`src/rtl/seq_shift_unit.sv`:
```
// Iterative one-bit-per-clock shifter (SLL/SRL/SRA) for the execute stage.
// Presents the result and last shifted-out bit, with a one-cycle carry load enable.
module seq_shift_unit #(
    parameter int WIDTH   = 32,
    parameter int SHAMT_W = 5
) (
    input  logic               clk,
    input  logic               rst,
    input  logic               start,
    input  logic [1:0]         op,
    input  logic [WIDTH-1:0]   a,
    input  logic [SHAMT_W-1:0] shamt,
    output logic               busy,
    output logic               done,
    output logic [WIDTH-1:0]   result,
    output logic               carry_out,
    output logic               carry_we
);

    typedef enum logic [1:0] {
        S_IDLE  = 2'd0,
        S_SHIFT = 2'd1,
        S_DONE  = 2'd2
    } state_t;

    localparam logic [1:0] OP_SLL = 2'b00;
    localparam logic [1:0] OP_SRL = 2'b01;
    localparam logic [1:0] OP_SRA = 2'b10;
    localparam logic [1:0] OP_RSV = 2'b11;

    state_t             state, state_nx;
    logic [WIDTH-1:0]   sh_reg, sh_nx;
    logic [SHAMT_W-1:0] cnt, cnt_nx;
    logic [1:0]         op_reg, op_nx;
    logic               c_reg, c_nx;

    always_ff @(posedge clk) begin
        if (rst) begin
            state  <= S_IDLE;
            sh_reg <= '0;
            cnt    <= '0;
            op_reg <= '0;
            c_reg  <= 1'b0;
        end else begin
            state  <= state_nx;
            sh_reg <= sh_nx;
            cnt    <= cnt_nx;
            op_reg <= op_nx;
            c_reg  <= c_nx;
        end
    end

    always_comb begin
        state_nx = state;
        sh_nx    = sh_reg;
        cnt_nx   = cnt;
        op_nx    = op_reg;
        c_nx     = c_reg;
        case (state)
            S_SHIFT: begin
                case (op_reg)
                    OP_SLL: begin
                        c_nx  = sh_reg[WIDTH-1];
                        sh_nx = {sh_reg[WIDTH-2:0], 1'b0};
                    end
                    OP_SRL: begin
                        c_nx  = sh_reg[0];
                        sh_nx = {1'b0, sh_reg[WIDTH-1:1]};
                    end
                    OP_SRA: begin
                        c_nx  = sh_reg[0];
                        sh_nx = {sh_reg[WIDTH-1], sh_reg[WIDTH-1:1]};
                    end
                    default: begin
                        c_nx  = c_reg;
                        sh_nx = sh_reg;
                    end
                endcase
                cnt_nx = cnt - 1'b1;
                if (cnt == SHAMT_W'(1)) state_nx = S_DONE;
            end
            // IDLE and DONE both accept a new request; start during SHIFT is ignored.
            default: begin
                if (start) begin
                    sh_nx = a;
                    op_nx = op;
                    c_nx  = 1'b0;
                    if (shamt == '0 || op == OP_RSV) begin
                        state_nx = S_DONE;
                    end else begin
                        cnt_nx   = shamt;
                        state_nx = S_SHIFT;
                    end
                end else begin
                    state_nx = S_IDLE;
                end
            end
        endcase
    end

    assign result    = sh_reg;
    assign carry_out = c_reg;
    assign busy      = (state == S_SHIFT);
    assign done      = (state == S_DONE);
    assign carry_we  = (state == S_DONE);

endmodule

```
`config.mk`:
```
export PLATFORM = sky130hd
export DESIGN_NAME = seq_shift_unit
export DESIGN_NICKNAME = d
export VERILOG_FILES = /design/src/rtl/seq_shift_unit.sv
export SDC_FILE = /design/constraint.sdc
export NUM_CORES = 1
export LEC_CHECK = 0
export ABC_CLOCK_PERIOD_IN_PS = 2690
export BUFFER_PORTS_ARGS = -buffer_cell sky130_fd_sc_hd__buf_2
export CORE_ASPECT_RATIO = 0.5
export CORE_MARGIN = 8
export CORE_UTILIZATION = 50
export CTS_CLUSTER_DIAMETER = 40
export DETAILED_ROUTE_END_ITERATION = 8
export PLACE_DENSITY = 0.83
export SYNTH_ARGS = -nofsm -noshare
export SYNTH_HDL_FRONTEND = slang
export SYNTH_SLANG_ARGS = --single-unit
```
`constraint.sdc`:
```
create_clock -name clk -period 2.69 [get_ports clk]
set_clock_uncertainty 0.15 [all_clocks]
set_input_delay 0.4035 -clock clk [delete_from_list [all_inputs] [get_ports clk]]
set_output_delay 0.4035 -clock clk [all_outputs]
set_load 0.005 [all_outputs]
```
# Word level (Yosys, flattened, before mapping)
# Index checks and enable logic that the tools add are counted.
# op_classes
reduce_logical	10
bitwise_logic	1
n_addsub	1
muxes	13
n_eq_ne	12
# op_table
cell	count
32-bit one-hot mux with 3 select lines	1
32-bit 2-to-1 mux	2
5-bit 2-to-1 mux	3
2-bit 2-to-1 mux	4
2-bit AND reduction	4
2-bit == test (second input constant)	3
5-bit by 1-bit == test with 1-bit output (second input constant)	1
5-bit logical NOT	1
5-bit by 1-bit subtractor with 5-bit output (second input constant)	1
2-bit by 1-bit == test with 1-bit output (second input constant)	2
2-bit inequality test (second input constant)	2
4-bit by 1-bit inequality test with 1-bit output (second input constant)	1
3-bit by 1-bit inequality test with 1-bit output (second input constant)	1
3-bit by 2-bit inequality test with 1-bit output (second input constant)	1
3-bit AND reduction	1
2-bit logical NOT	1
1-bit 2-to-1 mux	2
2-bit by 1-bit inequality test with 1-bit output (second input constant)	1
1-bit one-hot mux with 2 select lines	1
2-bit nonzero test	1
2-bit OR reduction	1
1-bit logical OR	1
1-bit inverter	1
# totals
in_bits	42
reg_bits	42
elab_cells	43

# Longest topological paths before layout
# Gate-level depths: netlist (run 1).
# depth
depth_word	5
ltp_mapped	8
ltp_nobuf	6

# Worst setup path after synthesis (run 1)
# OpenSTA, ideal clock, no wires.
# synth_path
path_kind	flip-flop to flip-flop
startpoint	reg op_reg[0]
endpoint	reg sh_reg[1], in the netlist result[1]
path_stages_with_launch	9
setup_ns	0.134
t_required_ns	2.406
synth_period_minus_slack_ns	1.870
setup_slack_ns	0.820
arrival_time_ns	1.586
cell_sequence	dfxtp_1 -> inv_1 -> ha_1 -> buf_2 -> or2_0 -> mux2_4 -> buf_2 -> nor2_1 -> a211oi_1
# synth_between
elab_chain_len	3
# synth_lines
item	line_no	source
start, declared	34	logic [1:0] op_reg, op_nx;
start signal, assigned	48	op_reg <= op_nx;
2-bit == test, or another cell as far along	61	case (op_reg)
32-bit one-hot mux with 3 select lines / 4-bit by 1-bit inequality test with 1-bit output (equally long branches)	n/a	
32-bit 2-to-1 mux / 2-bit AND reduction (equally long branches)	n/a	
end signal, assigned	46	sh_reg <= sh_nx;
end, declared	32	logic [WIDTH-1:0] sh_reg, sh_nx;
# Several ways; a longest one is shown, not always the timed one.
# A chain may end at the register's enable or synchronous reset.

# Final worst setup path (run 1)
# layout_path
startpoint	reg op_reg[0]
endpoint	reg sh_reg[11], in the netlist result[11]
# Same word-level chain as after synthesis.

==> run metrics, run 1 <==
Setup crit start kind=register; DR iter-0 viols=127; ANT cells=0; chip width=111.2 um; Post-synth EDFFs=0; I/O pins=78; largest net degree at the start of global routing=62; Die Y=63.60 um; clock root buffer=clkbuf_8; Synth area leaders=dfxtp_1 (37%), a221oi_1 (13%), a211oi_1 (12%), nor3b_1 (10%), nor2_1 (6.0%); WL final=6523 um; crit path from=op_reg[0]; core area=0.004382 mm2; layout cells sized above 1=29.94%; max frequency=415.5 MHz; placed inst area=0.002648 mm2; Synth warnings=0; final-report hold violation count=0; htree depth=2; P&R area growth vs syn=20.49%; Net Switching=0.5070 mW; Hold Path Origin=op[1]; setup TNS=0 ps; routing usage on met3=3.777%; Setup Fix Bufs, Post-CTS=0; number of port buffers=77; Seq/Total Area, Yosys=37.11%; Yosys reg bits=42; RSZ-0062 raised after global routing=false; Initial Util=51.71%; Seq pwr share=47.9%; Worst-Skew Late Latency=290 ps; status=complete, no violations; syn nets=309; Max-slew headroom=60.04%; CTS hold repair buffers=0; GRT Overall Usage=17.27%; Setup CP Type=register to register; final hold slack=261.5 ps; Int Power=1.087 mW; Worst EP arrival=2450 ps; clock net sink count=42; RePlAce Congestion=0.8914; Setup WS post-layout=283.1 ps; asr flop ratio synth=0%; Detailed Routing Iterations Pass 1=4; Pwr per Cell Area=584.0 mW/mm2; clk buf depth=2; DP HPWL=4707 um; Crit Path Max Fanout=12; WL/cell=17.12 um; ys flop type=dfxtp_1; cell row count=17; GRT Residual Overflow=0; first-pass GRT wire length=10580 um; Num CTS Buffers=5; multi-input logic area=0.001275 mm2; max-slew violations=0; Yosys top cell by area=dfxtp_1; FF+latch area=840.8 um2; dpl ws=375.1 ps; fraction of synthesized cell area taken by the top area cell type=37.11%; HP Class=input pin to register; peak supply drop=0.0002101 V; Netlist Area Pre-Place=0.002266 mm2; layer with the highest usage=met2; sw frac=31.80%; Hold Path Stages=3; Final nets=372; Cells after DPL=375; Routed Antenna Nets=0; post-route cell area=0.002730 mm2; # setup viols final=0; WP data required=2730 ps; initial antenna violation count=0; DRC=0; Mapped Avg Cell Area=8.649 um2; final non-filler cell total=381; CTS tree=yes; reg2reg path depth=7; fin crit period=2407 ps; met2 Use GR=30.40%; count of different cell masters after synthesis=36; Vias/cell=6.058; share of the clock period used by the worst path=89.48%; R2R Path Start=op_reg[0]; Tightest Pin Transition=599.4 ps; Fill cells=390; post-cts sizing count=0; critical path capture point type=register; met1 GRT Util=20.54%; max_cap viols=0; Worst-path clk slew=80 ps; die area=0.007073 mm2; Syn Inst Count=262; Largest register FFs=32; Clk pwr share=25.2%; via count=2308; vias in the first global route=2248; combinational fraction of design power=26.9%; leakage power=1.123 nW
-- critical path: stages (launching register included) --
cell      delay, ps
dfxtp_1         370
inv_1            80
ha_1            500
o21ai_0         190
nor2_2          350
buf_4           260
a221oi_1        100
a211oi_1        300
-- worst paths after layout --
kind | end | slack [ps]
min | op_reg[1] | 260
max | result[11] | 280
max reg2reg | result[11] | 280
min reg2reg | op_reg[1] | 340
-- through the flow --
| stage | power [mW] | utilization, % |
|---|---|---|
| floorplan | 1.049 | - |
| global placement | 1.184 | 60.42 |
| detailed placement | 1.203 | 60.42 |
| CTS | 1.598 | 62.31 |
| global route | 1.681 | 62.31 |
| finish | 1.594 | 62.31 |
-- kinds of logic after synthesis --
group           synth area share (%)
flops                          37.11
mux                            1.104
fa+ha+maj                      2.761
buf+inv                        6.736
xor+xnor                      0.7732
compound gates                 29.71
simple gates                   21.81
-- cell type report --
class                   instances  share of cell area (%)
well taps                      57                   2.612
multi-input cells             186                   46.70
flip-flops and latches         42                   30.80
inverters                       6                  0.8249
clock buffers                   6                   3.025
repair buffers                 84                   16.04
-- metal layers --
metal | routed length (um) | vias up
li1 | - | 1133
met1 | 2953 | 1101
met2 | 3188 | 66
met3 | 302 | 8
met4 | 78 | 0
met5 | 0 | -
-- synthesized netlist by cell type (2+ instances only) --
library cell,n
nor3b_1,31
buf_4,2
nand2_1,8
a211oi_1,35
a221oi_1,34
dfxtp_1,42
nor2_1,36
o21ai_0,4
a21oi_1,5
buf_1,3
ha_1,5
inv_1,6
clkbuf_1,9
nand3_1,5
buf_2,14
nor3_1,3
-- layout by cell type, fill, tap and decap left out --
| cell | instances |
|---|---|
| a211oi_1 | 35 |
| a21boi_2 | 1 |
| a21oi_1 | 5 |
| a221oi_1 | 34 |
| a22oi_1 | 1 |
| a311oi_1 | 1 |
| a31oi_1 | 1 |
| and3_1 | 1 |
| buf_2 | 77 |
| buf_4 | 7 |
| clkbuf_8 | 6 |
| dfxtp_1 | 42 |
| ha_1 | 5 |
| inv_1 | 6 |
| mux2_4 | 1 |
| mux2i_1 | 1 |
| nand2_1 | 8 |
| nand2b_2 | 1 |
| nand3_1 | 5 |
| nand3b_1 | 1 |
| nor2_1 | 36 |
| nor2_2 | 1 |
| nor2b_1 | 1 |
| nor3_1 | 3 |
| nor3b_1 | 31 |
| o21ai_0 | 4 |
| o21ai_2 | 1 |
| o21ba_2 | 1 |
| o22ai_1 | 1 |
| o41ai_1 | 1 |
| or2_0 | 1 |
| or3_1 | 1 |
| or4_4 | 1 |
| xnor2_1 | 1 |
| xor2_1 | 1 |
-- power groups by stage --
stage | Combinational (mW) | Sequential [mW] | Clock (mW)
after CTS | 0.431 | 0.762 | 0.405
final | 0.429 | 0.764 | 0.401
after global routing | 0.476 | 0.773 | 0.432
after floorplan | 0.283 | 0.765 | 0
after detailed placement | 0.427 | 0.776 | 0
after global placement | 0.411 | 0.773 | 0
No activity file was read; power rests on OpenSTA's default activity.
==> run 2: changes to the inputs <==
--- a/config.mk
+++ b/config.mk
@@ -5,7 +5,7 @@
 export SDC_FILE = /design/constraint.sdc
 export NUM_CORES = 1
 export LEC_CHECK = 0
-export ABC_CLOCK_PERIOD_IN_PS = 2690
+export ABC_CLOCK_PERIOD_IN_PS = 2470
 export BUFFER_PORTS_ARGS = -buffer_cell sky130_fd_sc_hd__buf_2
 export CORE_ASPECT_RATIO = 0.5
 export CORE_MARGIN = 8
==> constraint.sdc (replaced) <==
create_clock -name clk -period 2.47 [get_ports clk]
set_clock_uncertainty 0.15 [all_clocks]
set_input_delay 0.3705 -clock clk [delete_from_list [all_inputs] [get_ports clk]]
set_output_delay 0.3705 -clock clk [all_outputs]
set_load 0.005 [all_outputs]
==> run 2 against run 1 <==
Net effect: setup slack got worse by 110 ps; global-route usage fell by 0.52 points; fmax rose by 4.8%; flip-flop and latch count did not move; design area rose by 1.1%; highest routed layer unchanged; critical path type unchanged; critical path depth fell by 1; die area did not move; combinational power rose by 11%.
==> run metrics, run 2 (synthesis results as in run 1) <==
met3 routed wirelength=356 um (+18%); layout cells sized above 1=30.15% (+0.22 points); Num CTS Buffers=5 (unchanged); Worst-Skew Late Latency=300 ps (about the same); vias in the first global route=2201 (-2.1%); RePlAce Congestion=0.8093 (-9.2%); RSZ-0062 raised after global routing=false; CTS hold repair buffers=0 (unchanged); P&R area growth vs syn=21.76%; Pwr per Cell Area=643.3 mW/mm2 (+10%); GRT Overall Usage=16.75% (-0.52 points); Seq pwr share=46.8% (-1.1 points); Detailed Routing Iterations Pass 1=4 (unchanged); share of the clock period used by the worst path=93.03% (+3.6 points); DRC=0 (unchanged); fin crit period=2298 ps (-109.2 ps); CTS tree=yes; met1 wire length=2883 um (-2.4%); max_cap viols=0 (unchanged); status=complete, no violations; via count=2304 (-0.17%); Worst-path clk slew=90 ps (about the same); leakage power=1.139 nW (+1.4%); max layer used=met4; clock root buffer=clkbuf_8; WL/cell=16.95 um (-1.0%); clk buf depth=2 (unchanged); clock net sink count=42 (unchanged); Setup CP Type=register to register; ANT cells=0 (unchanged); number of port buffers=77 (unchanged); DR iter-0 viols=147 (+16%); Setup crit start kind=register; most frequent cells in the layout=buf_2 (77), dfxtp_1 (42), nor2_1 (36); Die Y=63.60 um (unchanged); peak supply drop=0.0002702 V (+29%); initial antenna violation count=0 (unchanged); first-pass GRT wire length=10280 um (-2.9%); DP HPWL=4347 um (-7.7%); core area=0.004382 mm2 (unchanged); combinational fraction of design power=26.8% (about the same); setup TNS=0 ps (unchanged); WP data required=2530 ps (-200 ps); Worst EP arrival=2360 ps (-90 ps); Tightest Pin Transition=730.1 ps (+130.7 ps); final-report hold violation count=0 (unchanged); commonest non-fill, non-tap cell in the layout=buf_2; chip width=111.2 um (unchanged); max-slew violations=0 (unchanged); Routed Antenna Nets=0 (unchanged); sw frac=32.55% (+0.75 points); Max-slew headroom=51.21% (-8.8 points); Crit Path Max Fanout=34 (+22); total power=1.775 mW (+11%); Final nets=371 (-0.27%); I/O pins=78 (unchanged); Net Switching=0.5776 mW (+14%); Int Power=1.197 mW (+10%); WL final=6475 um (-0.74%); Clk pwr share=26.4% (+1.2 points); die area=0.007073 mm2 (unchanged); Initial Util=51.71% (unchanged); max frequency=435.2 MHz (+4.8%); critical path capture point type=register; HP Class=input pin to register; cell row count=17 (unchanged); Largest register FFs=32 (unchanged); largest net degree at the start of global routing=62 (unchanged); GRT Residual Overflow=0 (unchanged); htree depth=2 (unchanged); # setup viols final=0 (unchanged); Vias/cell=6.031 (-0.43%); met2 routed WL=3182 um (-0.19%); Fill cells=388 (-0.51%)
==> run 2: cell types whose count changed in the layout (fill, tap and decap cells not counted) <==
cell / delta
buf_4: -2
clkinv_2: +1
clkinvlp_4: +1
nor2_4: +1
nor2_2: -1
mux2_8: +1
==> run 2: final cells by class <==
type	count	area [um2]	share of cell area, %
Clock buffer	6	82.58	2.993
Tap cell	57	71.32	2.585
Multi-Input combinational cell	187	1306	47.35
Clock inverter	2	12.51	0.4535
Timing Repair Buffer	82	422.9	15.33
Sequential cell	42	840.8	30.48
Inverter	6	22.52	0.8163
==> run 2: critical path: stages, from the launching register on <==
cell,delay [ps]
dfxtp_1,370
inv_1,80
ha_1,310
buf_4,260
or2_0,320
mux2_4,450
a211oi_1,270
==> run 2: per-layer routing <==
layer | vias to the layer above | track usage [%]
met5 | - | 0
met4 | 0 | 4.942
met3 | 4 | 4.249
met2 | 66 | 28.78
met1 | 1105 | 20.14
li1 | 1129 | -
==> run 2: worst paths after layout <==
kind | from | endpoint | slack [ps] | cells past startpoint
worst max-delay path | op_reg[0] | result[2] | 170 | 6
worst min-delay path | op[0] | op_reg[0] | 200 | 3
worst max register to register | op_reg[0] | result[2] | 170 | 6
worst min register to register | op_reg[1] | op_reg[1] | 360 | 2
==> run 2: per-stage QoR <==
step	hold slack [ps]	instance area (um2)	setup slack, ps	utilization, %	instances
after floorplan	303.0	2266	599.9	-	262
after global placement	315.2	2633	94.73	60.08	373
after detailed placement	336.0	2633	-60.64	60.08	373
after CTS	204.9	2733	90.15	62.36	381
after global routing	213.2	2759	12.27	62.96	382
final	204.3	2759	172.2	62.96	382
==> run 2: what timing repair did <==
item                                   in CTS  in global routing
gates cloned                                0                  1
endpoints found under the hold margin       0                  0
setup endpoints to repair                  30                 31
gates resized for setup                     1                  1
setup buffers                               0                  0
==> run 2: power by group through the flow <==
stage | clock network (mW) | registers, mW | logic [mW]
global route | 0.505 | 0.843 | 0.526
CTS | 0.474 | 0.829 | 0.463
detailed placement | 0 | 0.845 | 0.460
finish | 0.468 | 0.831 | 0.476
global placement | 0 | 0.841 | 0.445
floorplan | 0 | 0.833 | 0.309
==> run 3: changes to the inputs <==
--- a/config.mk
+++ b/config.mk
@@ -5,6 +5,7 @@
 export SDC_FILE = /design/constraint.sdc
 export NUM_CORES = 1
 export LEC_CHECK = 0
+export ABC_AREA = 1
 export ABC_CLOCK_PERIOD_IN_PS = 2470
 export BUFFER_PORTS_ARGS = -buffer_cell sky130_fd_sc_hd__buf_2
 export CORE_ASPECT_RATIO = 0.5
@@ -12,7 +13,7 @@
 export CORE_UTILIZATION = 50
 export CTS_CLUSTER_DIAMETER = 40
 export DETAILED_ROUTE_END_ITERATION = 8
-export PLACE_DENSITY = 0.83
+export PLACE_DENSITY = 0.82
 export SYNTH_ARGS = -nofsm -noshare
 export SYNTH_HDL_FRONTEND = slang
 export SYNTH_SLANG_ARGS = --single-unit
==> run 3 against run 2 <==
Net effect: sequential power rose by 0.7%; first-iteration DRC count rose by 38%; design area rose by 5.6%; core utilization shrank 2.5 points; cell count is 36% higher; critical path depth down 3; routed wire length grew 8.3%; combinational power increased by 13%; synthesized area increased by 8.5%; sequential share of layout area shrank 1.6 points; synthesized cell count is 47% higher; critical endpoint is now busy; largest power group unchanged; highest routed layer unchanged.
==> run metrics, run 3 <==
largest net degree at the start of global routing=39 (-37%); Yosys reg bits=42 (unchanged); Seq/Total Area, Yosys=34.20% (-2.9 points); commonest non-fill, non-tap cell in the layout=nand2_1; first-pass GRT wire length=11720 um (+14%); initial antenna violation count=0 (unchanged); GRT Overall Usage=18.57% (+1.8 points); Initial Util=51.01% (-0.70 points); sw frac=36.31% (+3.8 points); P&R area growth vs syn=18.47%; WP data required=1950 ps (-580 ps); Pwr per Cell Area=635.9 mW/mm2 (-1.1%); Netlist Area Pre-Place=0.002459 mm2 (+8.5%); Setup CP Type=register to primary output; clock net sink count=42 (unchanged); Largest register FFs=32 (unchanged); setup TNS=0 ps (unchanged); peak supply drop=0.0002651 V (-1.9%); Worst EP arrival=1710 ps (-650 ps); Setup crit start kind=register; Synth warnings=0 (unchanged); dpl ws=562.2 ps (+622.8 ps); Int Power=1.180 mW (-1.5%); RePlAce Congestion=0.8483 (+4.8%); GRT Residual Overflow=0 (unchanged); die area=0.007553 mm2 (+6.8%); critical path capture point type=primary output; CTS tree=yes; fin crit period=2226 ps (-71.48 ps); max layer used=met4; post-route cell area=0.002913 mm2 (+5.6%); RSZ-0062 raised after global routing=false; Post-synth EDFFs=0 (unchanged); Seq pwr share=45.2% (-1.6 points); Worst-path clk slew=90 ps (about the same); chip width=115.2 um (+3.6%); max_cap viols=0 (unchanged); WL final=7015 um (+8.3%); CTS hold repair buffers=0 (unchanged); ANT cells=0 (unchanged); leakage power=1.441 nW (+27%); Synth top cells by count=nand2_1 (88), nor2_1 (69), nand3_1 (44); Yosys top cell by area=dfxtp_1; WL/cell=13.54 um (-20%); Syn Inst Count=385 (+47%); clock root buffer=clkbuf_8; core area=0.004820 mm2 (+10%); vias in the first global route=2499 (+14%); via count=2759 (+20%); DRC=0 (unchanged); Detailed Routing Iterations Pass 1=5 (+1); met1 wire length=3266 um (+13%); combinational fraction of design power=29.0% (+2.2 points); cell row count=18 (+1); Tightest Pin Transition=598.4 ps (-131.7 ps); max frequency=449.2 MHz (+3.2%); Routed Antenna Nets=0 (unchanged); post-cts sizing count=0 (-1); I/O pins=78 (unchanged); htree depth=2 (unchanged); Net Switching=0.6726 mW (+16%); Vias/cell=5.326 (-12%); clk buf depth=2 (unchanged); syn nets=432 (+40%); DP HPWL=4819 um (+11%); met2 routed WL=3265 um (+2.6%); final-report hold violation count=0 (unchanged); number of port buffers=77 (unchanged); Setup Fix Bufs, Post-CTS=0 (unchanged); most frequent cells in the layout=nand2_1 (88), buf_2 (77), nor2_1 (69); status=complete, no violations; # setup viols final=0 (unchanged); Final nets=494 (+33%); count of different cell masters after synthesis=20 (-44%); max-slew violations=0 (unchanged); Mapped Avg Cell Area=6.386 um2 (-26%); Synth area leaders=dfxtp_1 (34%), nand2_1 (13%), nor2_1 (11%), nand3_1 (9.0%), nand4_1 (8.4%); Num CTS Buffers=5 (unchanged); Worst-Skew Late Latency=300 ps (about the same); fraction of synthesized cell area taken by the top area cell type=34.20% (-2.9 points); asr flop ratio synth=0% (unchanged); final hold slack=224.9 ps (+20.59 ps); met3 routed wirelength=417 um (+17%); share of the clock period used by the worst path=90.13% (-2.9 points); placed inst area=0.002818 mm2 (+7.0%); Clk pwr share=25.8% (-0.6 points); Crit Path Max Fanout=38 (+12%); cell with the most instances after synthesis=nand2_1; HP Class=input pin to register; ys flop type=dfxtp_1; Max-slew headroom=60.05% (+8.8 points); DR iter-0 viols=203 (+38%); Die Y=65.59 um (+3.1%); Setup WS post-layout=243.7 ps (+71.48 ps); layout cells sized above 1=22.10% (-8.1 points)
-- run 3: cell types whose count changed after synthesis, moves of 31 or more --
cell and change:
nand4_1 +33, a211oi_1 -35, nand2_1 +80, nor3b_1 -31
nor2_1 +33, nand3_1 +39, a221oi_1 -34
-- run 3: cell families after synthesis --
family                   Yosys count  share of synthesized area (%)
AND/OR/NAND/NOR                  238                          42.95
adder cells (fa/ha/maj)            5                          2.545
buffers and inverters             49                          9.821
AO/OA/AOI/OAI                     51                          10.48
flip-flops                        42                          34.20
-- run 3: final cells by class --
type | instances | area, um2
flip-flops and latches | 42 | 840.8
multi-input cells | 294 | 1376
repair buffers | 84 | 437.9
well taps | 70 | 87.58
inverters | 20 | 75.07
fillers | 501 | 1907
clock buffers | 6 | 82.58
clock inverters | 2 | 12.51
-- run 3: path summary, 6_finish.rpt --
| kind | endpoint | cells past startpoint | slack (ps) | from |
|---|---|---|---|---|
| setup / recovery | busy | 3 | 240 | state[0] |
| hold reg to reg | carry_out | 2 | 330 | carry_out |
| hold / removal | cnt[2] | 2 | 220 | rst |
| setup reg to reg | result[0] | 8 | 470 | op_reg[0] |
-- run 3: worst max-delay path, cell delays in order, from the launching register on --
cell and delay (ps):
dfxtp_1 380, nand2_4 240, inv_2 550, buf_2 220
-- run 3: power by group through the flow --
stage                     registers (mW)  clock network [mW]  logic [mW]
after floorplan                    0.841                   0       0.376
after global placement             0.851                   0       0.530
after detailed placement           0.850                   0       0.535
after CTS                          0.835               0.484       0.538
after global routing               0.851               0.512       0.611
final                              0.837               0.477       0.538
-- run 3: routing by layer --
metal / vias up / global-route usage, %
li1: 1402 / -
met1: 1250 / 24.01
met3: 8 / 4.296
met2: 99 / 30.37
met4: 0 / 5.348
met5: - / 0
-- run 3: through the flow --
step	total power [mW]	instances	util [%]
floorplan	1.216	385	-
global placement	1.381	510	58.46
detailed placement	1.385	510	58.46
CTS	1.856	518	60.44
global route	1.974	518	60.44
finish	1.852	518	60.44
